## src/rtl/ahb_lite_master.sv

```systemverilog
// ahb_lite_master
//   AHB-Lite initiator for the USB endpoint register map. Accepts single
//   read/write commands over a valid/ready handshake, issues one NONSEQ
//   transfer per command, handles hready wait states and hresp error
//   termination, and returns exactly one registered response per command.
//
//   Build option: define AHB_MASTER_PIPELINE_EN to let the address phase of
//   the next transfer overlap the data phase of the current one (BOTH state).
//   Left undefined, a command is taken only when the master is fully idle.
//
//   Ports
//     clk, n_rst                 clock, asynchronous active-low reset
//     cmd_valid/cmd_ready        command handshake
//     cmd_write/addr/size/wdata  command payload (size = bytes-1)
//     rsp_valid                  one-cycle pulse per completed command
//     rsp_rdata/rsp_error        masked read data / hresp termination flag
//     busy                       address or data phase outstanding
//     hsel..hwdata               registered AHB-Lite master outputs
//     hrdata, hready, hresp      slave response
module ahb_lite_master (
  input  logic        clk,
  input  logic        n_rst,
  input  logic        cmd_valid,
  output logic        cmd_ready,
  input  logic        cmd_write,
  input  logic [3:0]  cmd_addr,
  input  logic [1:0]  cmd_size,
  input  logic [31:0] cmd_wdata,
  output logic        rsp_valid,
  output logic [31:0] rsp_rdata,
  output logic        rsp_error,
  output logic        busy,
  output logic        hsel,
  output logic [1:0]  htrans,
  output logic [3:0]  haddr,
  output logic [1:0]  hsize,
  output logic        hwrite,
  output logic [31:0] hwdata,
  input  logic [31:0] hrdata,
  input  logic        hready,
  input  logic        hresp
);

  localparam logic [1:0] HTRANS_IDLE   = 2'b00;
  localparam logic [1:0] HTRANS_NONSEQ = 2'b10;

  // State encodes which slots hold a transfer: ADDR = address slot only,
  // DATA = data slot only, BOTH = pipelined overlap of the two.
  typedef enum logic [1:0] {
    S_IDLE = 2'd0,
    S_ADDR = 2'd1,
    S_DATA = 2'd2,
    S_BOTH = 2'd3
  } state_e;

  state_e      state_q, state_d;

  logic        a_wr_q,    a_wr_d;
  logic [3:0]  a_addr_q,  a_addr_d;
  logic [1:0]  a_size_q,  a_size_d;
  logic [31:0] a_wdata_q, a_wdata_d;

  logic        d_wr_q,    d_wr_d;
  logic [1:0]  d_size_q,  d_size_d;
  logic [31:0] d_wdata_q, d_wdata_d;

  logic        hsel_q,   hsel_d;
  logic [1:0]  htrans_q, htrans_d;
  logic [3:0]  haddr_q,  haddr_d;
  logic [1:0]  hsize_q,  hsize_d;
  logic        hwrite_q, hwrite_d;
  logic [31:0] hwdata_q, hwdata_d;

  logic        rsp_valid_q, rsp_valid_d;
  logic        rsp_error_q, rsp_error_d;
  logic [31:0] rsp_rdata_q, rsp_rdata_d;

  logic        a_vld, d_vld;
  logic        a_vld_nxt, d_vld_nxt;
  logic        cmd_acc, addr_acc, data_done;
  logic [31:0] rd_mask;

  assign a_vld = (state_q == S_ADDR) || (state_q == S_BOTH);
  assign d_vld = (state_q == S_DATA) || (state_q == S_BOTH);
  assign busy  = a_vld | d_vld;

  // An address is only taken with hready=1, so an hresp=1/hready=0 error
  // cycle ends the data phase while leaving a pending address for retry.
  assign addr_acc  = a_vld & hready;
  assign data_done = d_vld & (hready | hresp);

`ifdef AHB_MASTER_PIPELINE_EN
  assign cmd_ready = ~a_vld | addr_acc;
`else
  assign cmd_ready = ~busy;
`endif

  assign cmd_acc = cmd_valid & cmd_ready;

  always_comb begin
    unique case (d_size_q)
      2'd0:    rd_mask = 32'h0000_00FF;
      2'd1:    rd_mask = 32'h0000_FFFF;
      2'd2:    rd_mask = 32'h00FF_FFFF;
      default: rd_mask = 32'hFFFF_FFFF;
    endcase
  end

  always_comb begin
    a_wr_d    = a_wr_q;
    a_addr_d  = a_addr_q;
    a_size_d  = a_size_q;
    a_wdata_d = a_wdata_q;
    d_wr_d    = d_wr_q;
    d_size_d  = d_size_q;
    d_wdata_d = d_wdata_q;
    a_vld_nxt = a_vld;
    d_vld_nxt = d_vld;

    if (cmd_acc) begin
      a_vld_nxt = 1'b1;
      a_wr_d    = cmd_write;
      a_addr_d  = cmd_addr;
      a_size_d  = cmd_size;
      a_wdata_d = cmd_wdata;
    end else if (addr_acc) begin
      a_vld_nxt = 1'b0;
    end

    // addr_acc implies hready=1, so any outstanding data phase completes on
    // the same edge and the data slot can simply be overwritten.
    if (addr_acc) begin
      d_vld_nxt = 1'b1;
      d_wr_d    = a_wr_q;
      d_size_d  = a_size_q;
      d_wdata_d = a_wdata_q;
    end else if (data_done) begin
      d_vld_nxt = 1'b0;
    end

    unique case ({a_vld_nxt, d_vld_nxt})
      2'b00:   state_d = S_IDLE;
      2'b10:   state_d = S_ADDR;
      2'b01:   state_d = S_DATA;
      default: state_d = S_BOTH;
    endcase

    // Bus outputs are registered from the next-state slot contents.
    hsel_d   = a_vld_nxt | d_vld_nxt;
    htrans_d = a_vld_nxt ? HTRANS_NONSEQ : HTRANS_IDLE;
    haddr_d  = a_vld_nxt ? a_addr_d : '0;
    hsize_d  = a_vld_nxt ? a_size_d : '0;
    hwrite_d = a_vld_nxt & a_wr_d;
    hwdata_d = (d_vld_nxt && d_wr_d) ? d_wdata_d : '0;

    rsp_valid_d = data_done;
    rsp_error_d = data_done & hresp;
    rsp_rdata_d = (data_done && !d_wr_q && !hresp) ? (hrdata & rd_mask) : '0;
  end

  always_ff @(posedge clk or negedge n_rst) begin
    if (!n_rst) begin
      state_q     <= S_IDLE;
      a_wr_q      <= 1'b0;
      a_addr_q    <= '0;
      a_size_q    <= '0;
      a_wdata_q   <= '0;
      d_wr_q      <= 1'b0;
      d_size_q    <= '0;
      d_wdata_q   <= '0;
      hsel_q      <= 1'b0;
      htrans_q    <= HTRANS_IDLE;
      haddr_q     <= '0;
      hsize_q     <= '0;
      hwrite_q    <= 1'b0;
      hwdata_q    <= '0;
      rsp_valid_q <= 1'b0;
      rsp_error_q <= 1'b0;
      rsp_rdata_q <= '0;
    end else begin
      state_q     <= state_d;
      a_wr_q      <= a_wr_d;
      a_addr_q    <= a_addr_d;
      a_size_q    <= a_size_d;
      a_wdata_q   <= a_wdata_d;
      d_wr_q      <= d_wr_d;
      d_size_q    <= d_size_d;
      d_wdata_q   <= d_wdata_d;
      hsel_q      <= hsel_d;
      htrans_q    <= htrans_d;
      haddr_q     <= haddr_d;
      hsize_q     <= hsize_d;
      hwrite_q    <= hwrite_d;
      hwdata_q    <= hwdata_d;
      rsp_valid_q <= rsp_valid_d;
      rsp_error_q <= rsp_error_d;
      rsp_rdata_q <= rsp_rdata_d;
    end
  end

  assign hsel      = hsel_q;
  assign htrans    = htrans_q;
  assign haddr     = haddr_q;
  assign hsize     = hsize_q;
  assign hwrite    = hwrite_q;
  assign hwdata    = hwdata_q;
  assign rsp_valid = rsp_valid_q;
  assign rsp_error = rsp_error_q;
  assign rsp_rdata = rsp_rdata_q;

endmodule

```

## config.mk

```make
export PLATFORM = sky130hd
export DESIGN_NAME = ahb_lite_master
export DESIGN_NICKNAME = d
export VERILOG_FILES = /design/src/rtl/ahb_lite_master.sv
export SDC_FILE = /design/constraint.sdc
export NUM_CORES = 1
export LEC_CHECK = 0
export ABC_AREA = 1
export CAP_MARGIN = 30
export CORE_ASPECT_RATIO = 1.2
export CORE_MARGIN = 4
export CORE_UTILIZATION = 48
export CTS_BUF_LIST = sky130_fd_sc_hd__clkbuf_16
export DETAILED_ROUTE_END_ITERATION = 16
export MAX_ROUTING_LAYER = met4
export PLACE_DENSITY = 0.82
export RECOVER_POWER = 25
export REMOVE_ABC_BUFFERS = 1
export SETUP_SLACK_MARGIN = 0.4
export SLEW_MARGIN = 20
export SYNTH_ARGS = -nofsm -noshare
export SYNTH_HDL_FRONTEND = slang
export SYNTH_SLANG_ARGS = --single-unit
```

## constraint.sdc

```tcl
create_clock -name clk -period 1.45 [get_ports clk]
set_input_delay 0.145 -clock clk [delete_from_list [all_inputs] [get_ports clk]]
set_output_delay 0.145 -clock clk [all_outputs]
set_load 0.005 [all_outputs]
```

==> results of run 1 <==
==> worst paths after layout <==
kind,slack [ps],start,cells past startpoint,to
min in group asynchronous,460,n_rst,2,a_wdata_q[16]
hold / removal,210,cmd_valid,4,a_addr_q[3]
setup reg to reg,70,state_q[0],6,hwdata[2]
setup / recovery,50,state_q[1],4,busy
hold reg to reg,500,a_wdata_q[11],2,a_wdata_q[11]
max in group asynchronous,180,n_rst,3,d_wdata_q[13]
==> per-stage QoR <==
stage | total power (uW) | worst slack, ps | TNS [ps] | hold WS [ps] | util
2_1_floorplan | 7640 | -574 | -45660 | -151 | -
3_5_place_dp | 9340 | -109 | -2130 | 76.5 | 0.646
6_report | 15600 | 52.8 | 0 | 207 | 0.774
4_1_cts | 13700 | 40.1 | 0 | 190 | 0.684
5_1_grt | 16400 | 1.95 | 0 | 213 | 0.774
3_3_place_gp | 9170 | -32.8 | -541 | 70.7 | 0.646
==> final cells by class <==
class | count | area (um^2) | area share
flip-flops and latches | 151 | 3780 | 0.424
repair buffers | 206 | 2020 | 0.226
multi-input cells | 301 | 1970 | 0.222
clock buffers | 17 | 425 | 0.0477
inverters | 100 | 378 | 0.0424
well taps | 157 | 196 | 0.0220
clock inverters | 13 | 140 | 0.0157
==> routing by layer <==
| metal | track usage | vias to the layer above | routed length (um) |
|---|---|---|---|
| li1 | - | 2109 | - |
| met1 | 0.241 | 2268 | 6090 |
| met2 | 0.365 | 169 | 8950 |
| met3 | 0.0555 | 44 | 882 |
| met4 | 0.0820 | 0 | 480 |
| met5 | - | - | 0 |
==> flip-flops by register name, indices dropped and copies added, names as in the netlist, 2 cells and up <==
signal	cells
d_wdata_q	32
a_wdata_q	32
haddr	4
state_q	2
a_size_q	2
rsp_rdata	32
hwdata	32
hsize	2
d_size_q	2
a_addr_q	4
==> what timing repair did <==
item | in CTS | in global routing
pin swaps | 2 | 23
cloned | 2 | 14
endpoints found under the hold margin | 117 | 0
endpoints found under the setup margin | 223 | 224
buffers inserted | 10 | 7
hold buffers | 1 | 0
resized for setup | 339 | 171
==> cells in the final DEF (no fill, tap or decap), types with 2 or more instances in the layout <==
cell type          n
nand2_2           10
buf_8              4
clkinv_2           3
nor2_2            23
inv_2              6
o21ai_4           29
nand3_2            5
o21ai_2            5
nor2_1            37
buf_16             2
buf_12            12
buf_4             11
bufinv_16          3
nand3_1           36
buf_2             75
clkdlybuf4s50_1   72
nand2_1          118
nor2_4            16
nand2_4           15
inv_1             94
clkbuf_16         28
dfrtp_1          151
nand2_8            3
buf_6             16
clkinv_1           4
==> worst reg2reg max path, cell delays in order, from the launching register on <==
cell and delay (ps):
dfrtp_1 410, buf_6 170, nand2_8 110, buf_6 190
clkbuf_16 160, o21ai_4 170, nor2_2 60
==> report_power, final <==
part / leakage [uW] / internal, uW / switching [uW] / total (uW)
clock: 0.000279 / 2640 / 1630 / 4270
combinational: 0.00254 / 2340 / 2920 / 5270
sequential: 0.00192 / 5380 / 707 / 6090
total: 0.00474 / 10400 / 5260 / 15600
==> cell families after synthesis <==
kind of cell,count (synthesis)
other,1
buffers and inverters,129
AOI/OAI and AO/OA,36
and+or+nand+nor,263
DFF,151
==> results by group, run 1 <==
Status
  • Status: finished, final reports clean

Die
  • Core ar.: 0.0115 mm^2
  • DIE AREA: 0.0135 mm^2
  • Die Wd: 107 um
  • Die H: 127 um
  • Row count: 43
  • I/O pin count: 154
  • Initial Util: 0.488

Logic synthesis
  • Synth cell types: 19
  • Top post-synthesis cells by area: dfrtp_1 67%, nand2_1 8.9%, inv_1 6.7%
  • Top_reg_cell synth: dfrtp_1
  • Compound-Gate Fraction of Synth Area: 0.0394
  • Mapped cell area: 0.00562 mm^2
  • Post-synth EDFFs: 0
  • Most frequent cell after synthesis: dfrtp_1
  • Register area share after synthesis: 0.672
  • Post-Synth Adder-Cell Area: 0
  • Area fraction of the dominant cell type after synthesis: 0.672
  • Post-synth top cells: 151 x dfrtp_1, 133 x nand2_1, 100 x inv_1
  • Largest family of logic cells by synthesized area: simple AND/OR/NAND/NOR gates
  • Post-synthesis simple-gate area fraction: 0.194
  • Area leader, netlist: dfrtp_1
  • Post-synthesis mux area share: 0
  • Post-synthesis xor/xnor area fraction: 0
  • Async SR Flop Fraction: 1.00
  • Syn avg cell area: 9.69 um^2
  • #FFs+latches synth: 151
  • Warnings from Yosys: 0
  • Cells after synthesis: 580

Setup path
  • CP Cell Sequence: nor2_4 > buf_12 > inv_4 > buf_6
  • Buf/Inv on CP: 3
  • Top delay family on crit path: flip-flops
  • Kind of critical path: reg -> out
  • CP arrival: 1250 ps
  • Worst EP required: 1310 ps
  • Crit. End Element: output port
  • Slowest CP cell: dfrtp_1
  • Startpoint types: flip-flop
  • CP Max Fanout: 2
  • CP peak stage delay: 410 ps

Drt
  • Vias after detailed routing: 4,590
  • First-pass DRT Iterations: 4
  • Post-DRT Antenna Nets: 0
  • DR iter-0 viols: 280
  • DRC: 0
  • Via density: 4.86
  • WL final: 16,400 um
  • Wire length per cell: 17.4 um

Cells and area
  • Final Non-Filler Cells: 945
  • Post-route cell area: 0.00891 mm^2
  • Share of cells above drive strength 1: 0.345
  • Ant diodes: 0
  • Area Growth Syn to Fin: 58.5%
  • Layout Nets: 853
  • Fill cell count: 752

Place
  • Placed inst area: 0.00744 mm^2
  • Buffers on Ports: 152
  • DP Wirelength: 9000 um
  • Global placement routability congestion: 0.773
  • Inst Count DP: 881

STA
  • Setup violations, final: 0
  • Max Freq: 0.716 GHz
  • Slew Viols, Final: 0
  • Skew final: 6.96 ps
  • Unrepaired setup endpoints after global routing: yes
  • Hold Fails Final Rpt: 0
  • Slew HR: 0.300
  • Min cycle time layout: 1400 ps
  • Measured slew at the worst slew-check pin: 1050 ps
  • Fin crit share: 0.964

Clock tree
  • Clk buf depth: 2
  • Root Buffer: clkbuf_16
  • TritonCTS Sinks: 151
  • Htree depth: 4
  • CTS tree: yes
  • Clk_lat worst skew: 420 ps
  • Clock slew at reported path FFs: 60 ps
  • TritonCTS buffer count: 17

Global route
  • First-pass GRT wire length: 21,500 um
  • Largest net degree at the start of global routing: 45
  • Initial antenna violation count: 0
  • Vias in the first global route: 4,523
  • Total gr overflow: 0
  • Total GRT Usage: 0.214

Min path
  • Hold WC Path Type: in -> reg

Power and ir drop
  • PwrDens: 1750 mW/mm^2
  • Worst VDD drop: 0.935 mV
  • Pleak: 0.00474 uW

Job
  • Max Cap Viol: 0
No activity file was read; power rests on OpenSTA's default activity.
==> run 2: changes to the inputs <==
--- a/config.mk
+++ b/config.mk
@@ -6,8 +6,7 @@
 export NUM_CORES = 1
 export LEC_CHECK = 0
 export ABC_AREA = 1
-export CAP_MARGIN = 30
-export CORE_ASPECT_RATIO = 1.2
+export CAP_MARGIN = 15
 export CORE_MARGIN = 4
 export CORE_UTILIZATION = 48
 export CTS_BUF_LIST = sky130_fd_sc_hd__clkbuf_16
==> run 2 against run 1 <==
  * The flow now finishes with violations (setup timing)
  * Critical path depth increased by 5
  * Worst setup slack got worse by 140 ps
  * Via count grew 4.7%
  * Cell count is 0.42% lower
  * Combinational power increased by 9.9%
  * Routed wire length rose by 15%
  * Critical path type is now reg -> reg
==> results by group, run 2 (same netlist as run 1, synthesis figures left out) <==
Drt
  • Via density: 5.11 (was 4.86)
  • Post-DRT Antenna Nets: 0 (unchanged)
  • Wire length per cell: 20.0 um (was 17.4 um)
  • DR iter-0 viols: 374 (was 280)
  • First-pass DRT Iterations: 4 (unchanged)
  • Vias after detailed routing: 4,806 (was 4,590)
  • DRC: 0 (unchanged)
  • WL final: 18,800 um (was 16,400 um)

Power and ir drop
  • Combinational power share: 0.348 (was 0.337)
  • Cell internal pwr: 10,900 uW (was 10,400 uW)
  • Clk pwr share: 0.276 (was 0.273)
  • NetSw: 5740 uW (was 5260 uW)
  • Pleak: 0.00486 uW (was 0.00474 uW)
  • Sw Ratio: 0.345 (was 0.336)
  • PwrDens: 1800 mW/mm^2 (was 1750 mW/mm^2)
  • Worst VDD drop: 0.959 mV (was 0.935 mV)
  • Seq pwr share: 0.376 (was 0.390)

Cells and area
  • Ant diodes: 0 (unchanged)
  • Share of cells above drive strength 1: 0.449 (was 0.345)
  • Layout Nets: 861 (was 853)
  • Commonest cells after routing, fill and taps aside: 151 x dfrtp_1, 93 x inv_1, 75 x buf_2 (was 151 x dfrtp_1, 118 x nand2_1, 94 x inv_1)
  • Final core utilization: 0.808 (was 0.774)
  • Area Growth Syn to Fin: 64.2% (was 58.5%)
  • Commonest non-fill, non-tap cell in the layout: dfrtp_1 (unchanged)
  • Final Non-Filler Cells: 941 (was 945)

Clock tree
  • CTS tree: yes (unchanged)
  • Root Buffer: clkbuf_16 (unchanged)
  • Htree depth: 4 (unchanged)
  • Clock slew at reported path FFs: 60 ps (about the same)
  • TritonCTS Sinks: 151 (unchanged)
  • Clk buf depth: 2 (unchanged)
  • Clk_lat worst skew: 420 ps (about the same)
  • TritonCTS buffer count: 17 (unchanged)

Setup path
  • Worst EP required: 1790 ps (was 1310 ps)
  • Startpoint types: flip-flop (unchanged)
  • CP Max Fanout: 7 (was 2)
  • Crit path top cell by count: buf_6
  • Crit. End Element: flip-flop (was output port)
  • CP Cell Sequence: nor2_4 > buf_6 > buf_6 > buf_6 > nand2_8 > buf_12 > nand2_4 > nand2_4 > nor2_2 (was nor2_4 > buf_12 > inv_4 > buf_6)
  • CP peak stage delay: 420 ps (was 410 ps)
  • CP arrival: 1880 ps (was 1250 ps)
  • Top delay family on crit path: buffers and inverters (was flip-flops)
  • Slowest CP cell: dfrtp_1 (unchanged)
  • Buf/Inv on CP: 4 (was 3)
  • Kind of critical path: reg -> reg (was reg -> out)

Die
  • I/O pin count: 154 (unchanged)
  • Row count: 39 (was 43)
  • DIE AREA: 0.0135 mm^2 (about the same)
  • Initial Util: 0.492 (was 0.488)
  • Die Wd: 116 um (was 107 um)
  • Core ar.: 0.0114 mm^2 (was 0.0115 mm^2)
  • Die H: 116 um (was 127 um)

Global route
  • GRT busiest layer: met2 (unchanged)
  • Met3 Usage GRT: 0.0611 (was 0.0555)
  • Vias in the first global route: 4,800 (was 4,523)
  • First-pass GRT wire length: 24,000 um (was 21,500 um)
  • Met2 Usage GRT: 0.405 (was 0.365)
  • Largest net degree at the start of global routing: 59 (was 45)
  • Met1 GRT Util: 0.286 (was 0.241)
  • Total gr overflow: 0 (unchanged)
  • Initial antenna violation count: 0 (unchanged)
  • Total GRT Usage: 0.242 (was 0.214)

STA
  • Slew Viols, Final: 0 (unchanged)
  • Setup violations, final: 46 (was 0)
  • Final Worst Setup Slack: -88.9 ps (was 52.8 ps)
  • Min cycle time layout: 1540 ps (was 1400 ps)
  • Slew HR: 0.460 (was 0.300)
  • Unrepaired setup endpoints after global routing: yes (unchanged)
  • Hold Fails Final Rpt: 0 (unchanged)
  • Hold WS: 214 ps (was 207 ps)
  • Measured slew at the worst slew-check pin: 810 ps (was 1050 ps)
  • Setup tns final: -1770 ps (was 0 ps)
  • Max Freq: 0.650 GHz (was 0.716 GHz)
  • Fin crit share: 1.06 (was 0.964)
  • Skew final: 7.37 ps (was 6.96 ps)

Status
  • Status: finished with violations (was finished, final reports clean)
  • Failing checks: setup timing

Place
  • Global placement routability congestion: 0.809 (was 0.773)
  • Inst Count DP: 871 (was 881)
  • DP Wirelength: 9110 um (was 9000 um)
  • Buffers on Ports: 152 (unchanged)

Job
  • Max Cap Viol: 0 (unchanged)

Min path
  • Hold WC Path Type: in -> reg (unchanged)
## run 2: changes by cell type in the layout (fill, tap and decap cells not counted), moves of 2 or more
cell        before  now
nor2_1          37   31
clkinvlp_4       1    4
nor2_4          16    5
nand2_1        118   47
o21ai_2          5    8
buf_4           11   16
nand2_4         15   30
o21ai_4         29   24
buf_16           2    7
clkbuf_16       28   25
nor2_2          23   40
nand2_2         10   65
o21ai_0          0    2
## run 2: worst register-to-register path, stage by stage (launching register included)
cell     delay, ps
dfrtp_1        420
nor2_4         170
buf_6          130
buf_6          110
buf_6          120
nand2_8        100
buf_12         190
nand2_4         60
nand2_4         50
nor2_2         120
## run 2: final cells by class
class,count,area [um^2]
Tap cell,143,179
Multi-Input combinational cell,300,2140
Fill cell,601,2190
Inverter,100,375
Clock inverter,15,184
Timing Repair Buffer,215,2150
Clock buffer,17,425
Sequential cell,151,3780
## run 2: what timing repair did
action,in CTS,in global routing
cloned,9,9
buffers inserted,10,9
hold buffers,1,0
setup endpoints to repair,224,224
pin swaps,9,10
gates resized for setup,453,140
endpoints found under the hold margin,151,0
## run 2: path summary, 6_finish.rpt
path	startpoint	endpoint	slack, ps	cells after the start
max	state_q[1]	hsize[0]	-90	9
min	cmd_valid	a_wdata_q[3]	210	3
max reg2reg	state_q[1]	hsize[0]	-90	9
min reg2reg	a_wdata_q[0]	a_wdata_q[0]	520	2
max in group asynchronous	n_rst	d_wdata_q[13]	210	3
min in group asynchronous	n_rst	a_wdata_q[12]	360	2
## run 2: metrics by stage
stage / power, uW / instance area [um^2] / worst slack, ps
after global placement: 9160 / 7430 / -31.5
after global routing: 17400 / 9230 / -151
after floorplan: 7640 / 5470 / -574
final: 16600 / 9230 / -88.9
after detailed placement: 9380 / 7430 / -69.0
after CTS: 14800 / 8410 / -8.32
## run 2: power by group through the flow
| stage | Combinational (uW) | Sequential, uW | Clock [uW] |
|---|---|---|---|
| 6_report | 5790 | 6240 | 4590 |
| 5_1_grt | 6240 | 6350 | 4850 |
| 4_1_cts | 4260 | 5980 | 4570 |
| 3_5_place_dp | 3440 | 5930 | 0 |
| 3_3_place_gp | 3280 | 5890 | 0 |
| 2_1_floorplan | 1790 | 5850 | 0 |
## run 2: per-layer routing
layer	wire, um	share of wire
met5	0	0
met4	518	0.028
met3	1130	0.060
met2	10200	0.54
met1	6960	0.37
==> run 3: changes to the inputs <==
--- a/config.mk
+++ b/config.mk
@@ -6,13 +6,12 @@
 export NUM_CORES = 1
 export LEC_CHECK = 0
 export ABC_AREA = 1
-export CAP_MARGIN = 15
 export CORE_MARGIN = 4
-export CORE_UTILIZATION = 48
+export CORE_UTILIZATION = 35
 export CTS_BUF_LIST = sky130_fd_sc_hd__clkbuf_16
 export DETAILED_ROUTE_END_ITERATION = 16
 export MAX_ROUTING_LAYER = met4
-export PLACE_DENSITY = 0.82
+export PLACE_DENSITY = 0.63
 export RECOVER_POWER = 25
 export REMOVE_ABC_BUFFERS = 1
 export SETUP_SLACK_MARGIN = 0.4
==> constraint.sdc (replaced) <==
create_clock -name clk -period 1.6 [get_ports clk]
set_input_delay 0.16 -clock clk [delete_from_list [all_inputs] [get_ports clk]]
set_output_delay 0.16 -clock clk [all_outputs]
set_load 0.005 [all_outputs]
==> run 3 against run 2 <==
  * The run now ends clean
  * Combinational power decreased by 15%
  * Worst setup slack improved by 270 ps
  * Global-route usage decreased by 7.0 points
  * Worst hold slack improved by 20 ps
  * Non-clock buffer count decreased by 11
  * Register-to-register slack improved by 270 ps
  * Total power decreased by 12%
  * Maximum frequency increased by 8.2%
  * Critical path depth decreased by 1
  * Critical endpoint is now a_wdata_q[26]
  * Largest power group unchanged
  * Flip-flop and latch count unchanged
  * Cell count increased by 6.6%
==> results by group, run 3 (same netlist as run 1, synthesis figures left out) <==
Clock tree
  • CTS tree: yes (unchanged)
  • TritonCTS Sinks: 151 (unchanged)
  • TritonCTS buffer count: 17 (unchanged)
  • Htree depth: 4 (unchanged)
  • Clk buf depth: 2 (unchanged)
  • Clk_lat worst skew: 420 ps (about the same)
  • Clock slew at reported path FFs: 60 ps (about the same)
  • Root Buffer: clkbuf_16 (unchanged)

Drt
  • Vias after detailed routing: 4,436 (was 4,806)
  • DRC: 0 (unchanged)
  • WL final: 16,100 um (was 18,800 um)
  • First-pass DRT Iterations: 5 (was 4)
  • DR iter-0 viols: 143 (was 374)
  • Via density: 4.42 (was 5.11)
  • Post-DRT Antenna Nets: 0 (unchanged)
  • Wire length per cell: 16.1 um (was 20.0 um)

Cells and area
  • Share of cells above drive strength 1: 0.299 (was 0.449)
  • Post-route cell area: 0.00951 mm^2 (was 0.00923 mm^2)
  • Area Growth Syn to Fin: 69.2% (was 64.2%)
  • Commonest non-fill, non-tap cell in the layout: dfrtp_1 (unchanged)
  • Final core utilization: 0.601 (was 0.808)
  • Ant diodes: 0 (unchanged)
  • Layout Nets: 850 (was 861)
  • Commonest cells after routing, fill and taps aside: 150 x dfrtp_1, 98 x inv_1, 79 x nand2_1 (was 151 x dfrtp_1, 93 x inv_1, 75 x buf_2)

Place
  • Placed inst area: 0.00744 mm^2 (was 0.00743 mm^2)
  • DP Wirelength: 8450 um (was 9110 um)
  • Worst slack at placement: 76.0 ps (was -69.0 ps)
  • Buffers on Ports: 152 (unchanged)
  • Global placement routability congestion: 0.736 (was 0.809)

Setup path
  • Buf/Inv on CP: 4 (unchanged)
  • Reg2reg start: state_q[0] (was state_q[1])
  • Top delay family on crit path: buffers and inverters (unchanged)
  • CP Depth: 8 (was 9)
  • R2R setup slack: 180 ps (was -90 ps)
  • CP Cell Sequence: nor2_4 > buf_6 > buf_8 > nand2_8 > buf_12 > buf_16 > nand2_2 > nand2_1 (was nor2_4 > buf_6 > buf_6 > buf_6 > nand2_8 > buf_12 > nand2_4 > nand2_4 > nor2_2)
  • CP Max Fanout: 5 (was 7)
  • Worst EP required: 1910 ps (was 1790 ps)
  • Crit. End Element: flip-flop (unchanged)
  • Worst R2R Path Depth: 8 (was 9)
  • Kind of critical path: reg -> reg (unchanged)
  • Startpoint types: flip-flop (unchanged)
  • CP peak stage delay: 410 ps (was 420 ps)
  • CP arrival: 1730 ps (was 1880 ps)
  • Slowest CP cell: dfrtp_1 (unchanged)
  • Critical R2R Capture: a_wdata_q[26] (was hsize[0])

Power and ir drop
  • Clk pwr share: 0.282 (was 0.276)
  • Combinational power share: 0.337 (was 0.348)
  • Worst VDD drop: 0.810 mV (was 0.959 mV)
  • Pleak: 0.00477 uW (was 0.00486 uW)
  • PwrDens: 1540 mW/mm^2 (was 1800 mW/mm^2)
  • Seq pwr share: 0.381 (was 0.376)
  • Cell internal pwr: 9860 uW (was 10,900 uW)
  • Sw Ratio: 0.328 (was 0.345)
  • NetSw: 4810 uW (was 5740 uW)

Die
  • Die H: 135 um (was 116 um)
  • DIE AREA: 0.0182 mm^2 (was 0.0135 mm^2)
  • I/O pin count: 154 (unchanged)
  • Core ar.: 0.0158 mm^2 (was 0.0114 mm^2)
  • Die Wd: 135 um (was 116 um)
  • Initial Util: 0.355 (was 0.492)
  • Row count: 46 (was 39)

Min path
  • Hold EP: a_wdata_q[4] (was a_wdata_q[3])
  • Hold Path Depth: 3 (unchanged)
  • HP Start: cmd_valid (unchanged)
  • Hold WC Path Type: in -> reg (unchanged)

Global route
  • First-pass GRT wire length: 23,400 um (was 24,000 um)
  • Total gr overflow: 0 (unchanged)
  • Initial antenna violation count: 0 (unchanged)
  • Vias in the first global route: 4,483 (was 4,800)
  • Largest net degree at the start of global routing: 53 (was 59)
  • Total GRT Usage: 0.173 (was 0.242)

STA
  • Setup tns final: 0 ps (was -1770 ps)
  • Skew final: 5.41 ps (was 7.37 ps)
  • Hold Fails Final Rpt: 0 (unchanged)
  • Fin crit share: 0.889 (was 1.06)
  • Setup violations, final: 0 (was 46)
  • Slew HR: 0.437 (was 0.460)
  • Min cycle time layout: 1420 ps (was 1540 ps)
  • Unrepaired setup endpoints after global routing: yes (unchanged)
  • Max Freq: 0.703 GHz (was 0.650 GHz)
  • Final Worst Setup Slack: 178 ps (was -88.9 ps)
  • Measured slew at the worst slew-check pin: 845 ps (was 810 ps)
  • Slew Viols, Final: 0 (unchanged)

Job
  • Max Cap Viol: 0 (unchanged)

Status
  • Status: finished, final reports clean (was finished with violations)
run 3: cell types whose count changed in the layout (fill, tap and decap cells not counted), moves of 5 or more:
cell,before,now
buf_6,17,11
buf_2,75,5
inv_1,93,98
buf_4,16,5
nor2_1,31,50
nand2_2,65,36
clkbuf_2,1,12
nor2_2,40,15
clkdlybuf4s15_1,0,62
nand2_1,47,79
buf_16,7,13
nor2_4,5,11
run 3: stage by stage:
step / total power [uW] / std cells / hold slack (ps)
2_1_floorplan: 6920 / 551 / -136
3_3_place_gp: 8260 / 932 / 66.1
3_5_place_dp: 8370 / 932 / 68.0
4_1_cts: 13300 / 987 / 202
5_1_grt: 15500 / 1003 / 238
6_report: 14700 / 1003 / 234
run 3: worst max-delay path by stage:
stage                     from             to
global route             n_rst    d_size_q[1]
finish              state_q[0]  a_wdata_q[26]
detailed placement      hready     hwdata[27]
CTS                 state_q[1]           busy
global placement        hready      hwdata[2]
floorplan           state_q[0]       haddr[0]
run 3: layout make-up:
class | instances | area [um^2]
inverter | 100 | 375
clock inverter | 15 | 189
fill | 1262 | 6320
sequential | 151 | 3780
timing repair buffer | 204 | 2420
clock buffer | 17 | 425
multi-input combinational | 300 | 2060
tap | 216 | 270
run 3: power by group through the flow:
stage | Sequential [uW] | Combinational (uW) | Clock [uW]
final | 5590 | 4940 | 4140
after detailed placement | 5390 | 2980 | 0
after global routing | 5700 | 5400 | 4390
after CTS | 5370 | 3680 | 4210
after global placement | 5350 | 2910 | 0
after floorplan | 5300 | 1620 | 0
run 3: metal layers:
layer / track usage / share of wire
met1: 0.207 / 0.42
met2: 0.282 / 0.50
met3: 0.0481 / 0.059
met4: 0.0583 / 0.023
met5: - / 0
run 3: worst register-to-register path, stage by stage, from the launching register on:
cell	delay (ps)
dfrtp_1	410
nor2_4	140
buf_6	130
buf_8	130
nand2_8	90
buf_12	180
buf_16	150
nand2_2	50
nand2_1	50
run 3: timing repair:
item | CTS | global route
setup endpoints to repair | 155 | 157
setup buffers | 10 | 9
pin swaps | 1 | 19
hold buffers | 1 | 0
gates resized for setup | 212 | 196
gates cloned | 12 | 7
hold endpoints to repair | 125 | 0
